`src/rtl/ring_phase_monitor.sv`:
```
// ring_phase_monitor
// Watches a one-hot ring counter. It checks that every valid step is a rotate-left
// by one and declares lock after LOCK_COUNT consecutive correct steps. While locked
// it counts completed revolutions, and it flags any illegal step as a loss of lock.
module ring_phase_monitor #(
    parameter  int WIDTH      = 4,
    parameter  int LOCK_COUNT = 2,
    parameter  int REV_W      = 16,
    localparam int IDX_W      = $clog2(WIDTH),
    localparam int MC_W       = $clog2(LOCK_COUNT + 1)
) (
    input  logic             clock,
    input  logic             reset,
    input  logic [WIDTH-1:0] phase_in,
    input  logic             phase_valid,
    input  logic             err_clr,
    output logic             lock,
    output logic             err_pulse,
    output logic             err_sticky,
    output logic [IDX_W-1:0] phase_idx,
    output logic [REV_W-1:0] rev_count
);

    typedef enum logic [1:0] {
        HUNT   = 2'd0,
        TRACK  = 2'd1,
        LOCKED = 2'd2
    } state_t;

    state_t           r_state;
    logic [WIDTH-1:0] r_ref;
    logic [MC_W-1:0]  r_mc;

    state_t           w_nxt_state;
    logic [WIDTH-1:0] w_nxt_ref;
    logic [MC_W-1:0]  w_nxt_mc;
    logic [REV_W-1:0] w_nxt_rev;
    logic             w_err;
    logic [WIDTH-1:0] w_exp;
    logic [MC_W-1:0]  w_mc_inc;
    logic             w_onehot;

    function automatic logic is_onehot(input logic [WIDTH-1:0] v);
        int n;
        n = 0;
        for (int i = 0; i < WIDTH; i++) begin
            n = n + int'(v[i]);
        end
        return (n == 1);
    endfunction

    function automatic logic [WIDTH-1:0] rotl1(input logic [WIDTH-1:0] v);
        return {v[WIDTH-2:0], v[WIDTH-1]};
    endfunction

    function automatic logic [IDX_W-1:0] idx_of(input logic [WIDTH-1:0] v);
        logic [IDX_W-1:0] r;
        r = '0;
        for (int i = 0; i < WIDTH; i++) begin
            if (v[i]) begin
                r = IDX_W'(i);
            end
        end
        return r;
    endfunction

    // Saturating increment: the counter sticks at all-ones.
    function automatic logic [REV_W-1:0] sat_inc(input logic [REV_W-1:0] v);
        if (&v) begin
            return v;
        end
        return v + REV_W'(1);
    endfunction

    assign w_exp    = rotl1(r_ref);
    assign w_mc_inc = r_mc + MC_W'(1);
    assign w_onehot = is_onehot(phase_in);

    // Next-state logic: classify the sample against the expected rotation
    always_comb begin
        w_nxt_state = r_state;
        w_nxt_ref   = r_ref;
        w_nxt_mc    = r_mc;
        w_nxt_rev   = rev_count;
        w_err       = 1'b0;
        if (phase_valid) begin
            case (r_state)
                HUNT: begin
                    if (w_onehot) begin
                        w_nxt_ref   = phase_in;
                        w_nxt_mc    = '0;
                        w_nxt_state = TRACK;
                    end
                end
                TRACK: begin
                    if (phase_in == w_exp) begin
                        w_nxt_ref = phase_in;
                        w_nxt_mc  = w_mc_inc;
                        if (w_mc_inc == MC_W'(LOCK_COUNT)) begin
                            w_nxt_state = LOCKED;
                        end
                    end else if (w_onehot) begin
                        // Legal-looking but out of sequence: restart the match run here
                        w_nxt_ref = phase_in;
                        w_nxt_mc  = '0;
                    end else begin
                        w_nxt_ref   = '0;
                        w_nxt_mc    = '0;
                        w_nxt_state = HUNT;
                    end
                end
                LOCKED: begin
                    if (phase_in == w_exp) begin
                        w_nxt_ref = phase_in;
                        // Leaving the MSB means the ring just wrapped to bit 0
                        if (r_ref[WIDTH-1]) begin
                            w_nxt_rev = sat_inc(rev_count);
                        end
                    end else begin
                        w_err       = 1'b1;
                        w_nxt_ref   = '0;
                        w_nxt_mc    = '0;
                        w_nxt_state = HUNT;
                    end
                end
                default: begin
                    w_nxt_ref   = '0;
                    w_nxt_mc    = '0;
                    w_nxt_state = HUNT;
                end
            endcase
        end
    end

    // State and registered outputs; err_sticky set has priority over err_clr
    always_ff @(posedge clock or negedge reset) begin
        if (!reset) begin
            r_state    <= HUNT;
            r_ref      <= '0;
            r_mc       <= '0;
            lock       <= 1'b0;
            err_pulse  <= 1'b0;
            err_sticky <= 1'b0;
            phase_idx  <= '0;
            rev_count  <= '0;
        end else begin
            r_state    <= w_nxt_state;
            r_ref      <= w_nxt_ref;
            r_mc       <= w_nxt_mc;
            lock       <= (w_nxt_state == LOCKED);
            err_pulse  <= w_err;
            if (w_err) begin
                err_sticky <= 1'b1;
            end else if (err_clr) begin
                err_sticky <= 1'b0;
            end
            phase_idx  <= (w_nxt_state == HUNT) ? '0 : idx_of(w_nxt_ref);
            rev_count  <= w_nxt_rev;
        end
    end

endmodule

```
`config.mk`:
```
export PLATFORM = sky130hd
export DESIGN_NAME = ring_phase_monitor
export DESIGN_NICKNAME = d
export VERILOG_FILES = /design/src/rtl/ring_phase_monitor.sv
export SDC_FILE = /design/constraint.sdc
export NUM_CORES = 1
export LEC_CHECK = 0
export BUFFER_PORTS_ARGS = -buffer_cell sky130_fd_sc_hd__buf_2
export CELL_PAD_IN_SITES_DETAIL_PLACEMENT = 0
export CELL_PAD_IN_SITES_GLOBAL_PLACEMENT = 1
export CORE_UTILIZATION = 30
export CTS_CLUSTER_DIAMETER = 30
export CTS_CLUSTER_SIZE = 14
export DETAILED_ROUTE_END_ITERATION = 8
export GPL_TIMING_DRIVEN = 0
export PLACE_DENSITY_LB_ADDON = 0.08
export SLEW_MARGIN = 25
export SYNTH_ARGS = -nofsm -noshare
export SYNTH_HDL_FRONTEND = slang
export SYNTH_SLANG_ARGS = --single-unit
```
`constraint.sdc`:
```
create_clock -name clock -period 1.85 [get_ports clock]
set_input_delay 0.37 -clock clock [delete_from_list [all_inputs] [get_ports clock]]
set_output_delay 0.37 -clock clock [all_outputs]
set_load 0.02 [all_outputs]
```
==> out/metrics.yaml <==
clocking:
  clock_path_buffers: 2
  cts_tree: "done"
  ctsHtreeMaxLevel: 2
  clkTransAtPathRegs_ps: 60
  numCtsBuffers: 5
  clk_latency_ps: 270
  clock-sinks: 29
  clock-root-buffer: "clkbuf_8"
synth:
  synth_fa_ha_area_frac: 0.0446
  syn-cell-area_sq_um: 1570
  yosysWarningCount: 0
  synth_flop_cell: "dfrtp_1"
  synth.yosys.seq_area_share: 0.461
  synthCells: 149
  synth_top_family_by_area: "simple AND/OR/NAND/NOR gates"
  yosysTopAreaCell: "dfrtp_1"
  synth.area.mux_share: 0.0135
  syn-num-nets: 162
  synth_area_leaders: "dfrtp_1 46%, xnor2_1 5.0%, xnor2_2 4.1%"
  synth_xor_area_frac: 0.130
  ys_async_sr_fraction: 1.00
  synth-seq-cells: 29
  synth_top_area_share: 0.461
  synth_cell_type_count: 43
  synth-simple-area-share: 0.207
  avgSynthCellArea_sq_um: 10.6
  synth_compound_area_frac: 0.101
  synth_edf_count: 0
pwr:
  leakage_nw: 1.06
  p_per_area_nw_per_um2: 886
  vdd_drop_max_uv: 487
  finalPower_mw: 1.93
sta:
  worstMarginPinSlew_ps: 640
  fin_crit_sh: 1.23
  setup_ws_ps: -423
  rsz0062_at_grt: "true"
  finalSetupViolCount: 10
  timing_max_transition_violations_final: 0
  fin_crit_ps: 2270
  clock_skew_ps: 5.87
  fmax_mhz: 440
  slew_headroom: 0.573
  tns_ps: -2900
  hold_viol: 0
hold_path:
  hp-class: "in2async"
route:
  route.antenna.remaining_nets: 0
  drt-total-wl_mm: 3.45
  vias_per_cell: 4.72
  num_vias: 1237
  post-route-drc-count: 0
  wl_per_cell_microns: 13.2
  first_pass_iters: 4
  drt_iter0_drc: 46
global_routing:
  grt_use_total: 0.135
  grt_util_met2: 0.211
  grt_first_pass_wirelength_mm: 5.64
  grt_overflow: 0
  grt_antenna_before_repair: 0
  grt.busiest_layer: "met2"
  use_met3: 0.0393
  grt_use_met1: 0.180
  grt_pass1_vias: 1203
  grt_max_degree: 30
floorplanning:
  coreArea_sq_um: 4880
  initial_core_util: 0.322
  fp-row-count: 25
  die_w_microns: 74.4
  dieArea_sq_um: 5540
  die_h_microns: 74.4
  ioPinCount: 29
worst_setup_path:
  r2r-start: "r_ref[3]"
  worst-path-max-fanout: 3
  crit_arrival_ps: 2470
  worst_ep_required_time_ps: 2050
  cpMaxStageDelayCell: "fa_1"
  crit_chain: "buf_8 -> inv_4 -> fa_1 -> inv_1 -> ha_2 -> ha_4 -> or4b_4 -> o32ai_2 -> a41o_1 -> nand4_1 -> a21oi_2"
  r2r_cells: 6
  slowest_delay_ps: 530
  crit_type: "in2reg"
  cp-endpoint: "phase_idx[0]"
  endpoint_kind: "flop"
  reg2reg_slack_ps: 0
  startpoint: "phase_in[0]"
  reg2reg_to: "phase_idx[1]"
  cp-start-kind: "input pin"
finish:
  nFillCells: 474
  layout-drive-gt1-share: 0.426
  n_antenna_cell: 0
  multi_input_area_sq_um: 935
  area_delta_synth_final_pct: 38.3
  mostFrequentLayoutCells: "27 x buf_2, 27 x dfrtp_1, 17 x nand2_1"
  nNetsFinal: 207
  final-seq-area_sq_um: 728
placed_design:
  io_buffers: 28
  dp_hpwl_mm: 2.48
  routabilityCongestion: 0.760
job:
  cap_violations: 0
outcome:
  violations: "negative setup slack"
  status: "finished with violations"
-- power by group --
group	internal (mW)	leakage, nW	switching (mW)
clock network	0.335	0.0542	0.223
logic	0.271	0.610	0.334
registers	0.703	0.396	0.0593
total	1.31	1.06	0.617
-- cell usage after synthesis, types with 2 or more instances --
cell type and count:
ha_1 4, a32o_1 2, xnor2_1 9, o31ai_1 2
nand3_1 5, o21ai_0 3, xnor2_2 4, a31oi_1 2
and3_1 2, xor2_1 7, dfrtp_1 29, nand2_1 17
a21o_1 2, a21oi_1 4, buf_2 2, clkbuf_1 2
nor2_1 6, inv_1 13, nand4_1 9, nor2b_1 2
-- through the flow --
step | cells | cell area (sq um) | utilization | setup slack (ps) | hold slack, ps
global placement | 244 | 1840 | 0.376 | -934 | 434
CTS | 258 | 2090 | 0.429 | -447 | 144
detailed placement | 244 | 1840 | 0.376 | -915 | 436
finish | 262 | 2170 | 0.446 | -423 | 118
floorplan | 149 | 1610 | - | -489 | 74.4
global route | 262 | 2170 | 0.446 | -499 | 155
-- layer usage --
layer,vias up,wire length [microns]
met2,24,1600
li1,613,-
met5,-,0
met4,0,17
met1,598,1690
met3,2,145
-- sequential cells by signal, indices dropped and copies added (netlist names) --
name / count
err_sticky: 1
r_ref: 4
rev_count: 16
r_state: 2
lock: 1
err_pulse: 1
phase_idx: 2
r_mc: 2
-- timing repair --
action,CTS,global route
endpoints found under the setup margin,21,21
buffers inserted,6,4
hold buffers,0,0
resized for setup,28,12
pin swaps,14,6
-- area by class of cell --
| type | instances | share of cell area |
|---|---|---|
| Inverter | 13 | 0.0270 |
| Clock buffer | 7 | 0.0443 |
| Multi-Input combinational cell | 103 | 0.430 |
| Timing Repair Buffer | 38 | 0.115 |
| Tap cell | 67 | 0.0385 |
| Buffer | 4 | 0.00806 |
| Clock inverter | 1 | 0.00230 |
| Sequential cell | 29 | 0.335 |
-- cell families after synthesis --
| family | Yosys count |
|---|---|
| flip-flops | 29 |
| adder cells (fa/ha/maj) | 5 |
| multiplexers | 2 |
| AO/OA/AOI/OAI | 21 |
| AND/OR/NAND/NOR | 55 |
| XOR/XNOR | 20 |
| buffers and inverters | 17 |
-- critical path, delay by kind of cell --
family	cells	cell delay [ps]
adder cells (fa/ha/maj)	3	930
buffers and inverters	3	160
AO/OA/AOI/OAI	3	420
AND/OR/NAND/NOR	2	590
-- worst min-delay path by stage --
stage	depth (start not counted)	startpoint	slack (ps)	to
global route	1	reset	160	err_sticky
finish	1	reset	120	err_sticky
detailed placement	1	reset	440	err_sticky
global placement	1	reset	430	r_ref[0]
CTS	1	reset	140	err_sticky
floorplan	0	reset	70	err_pulse
No activity file was read; power rests on OpenSTA's default activity.
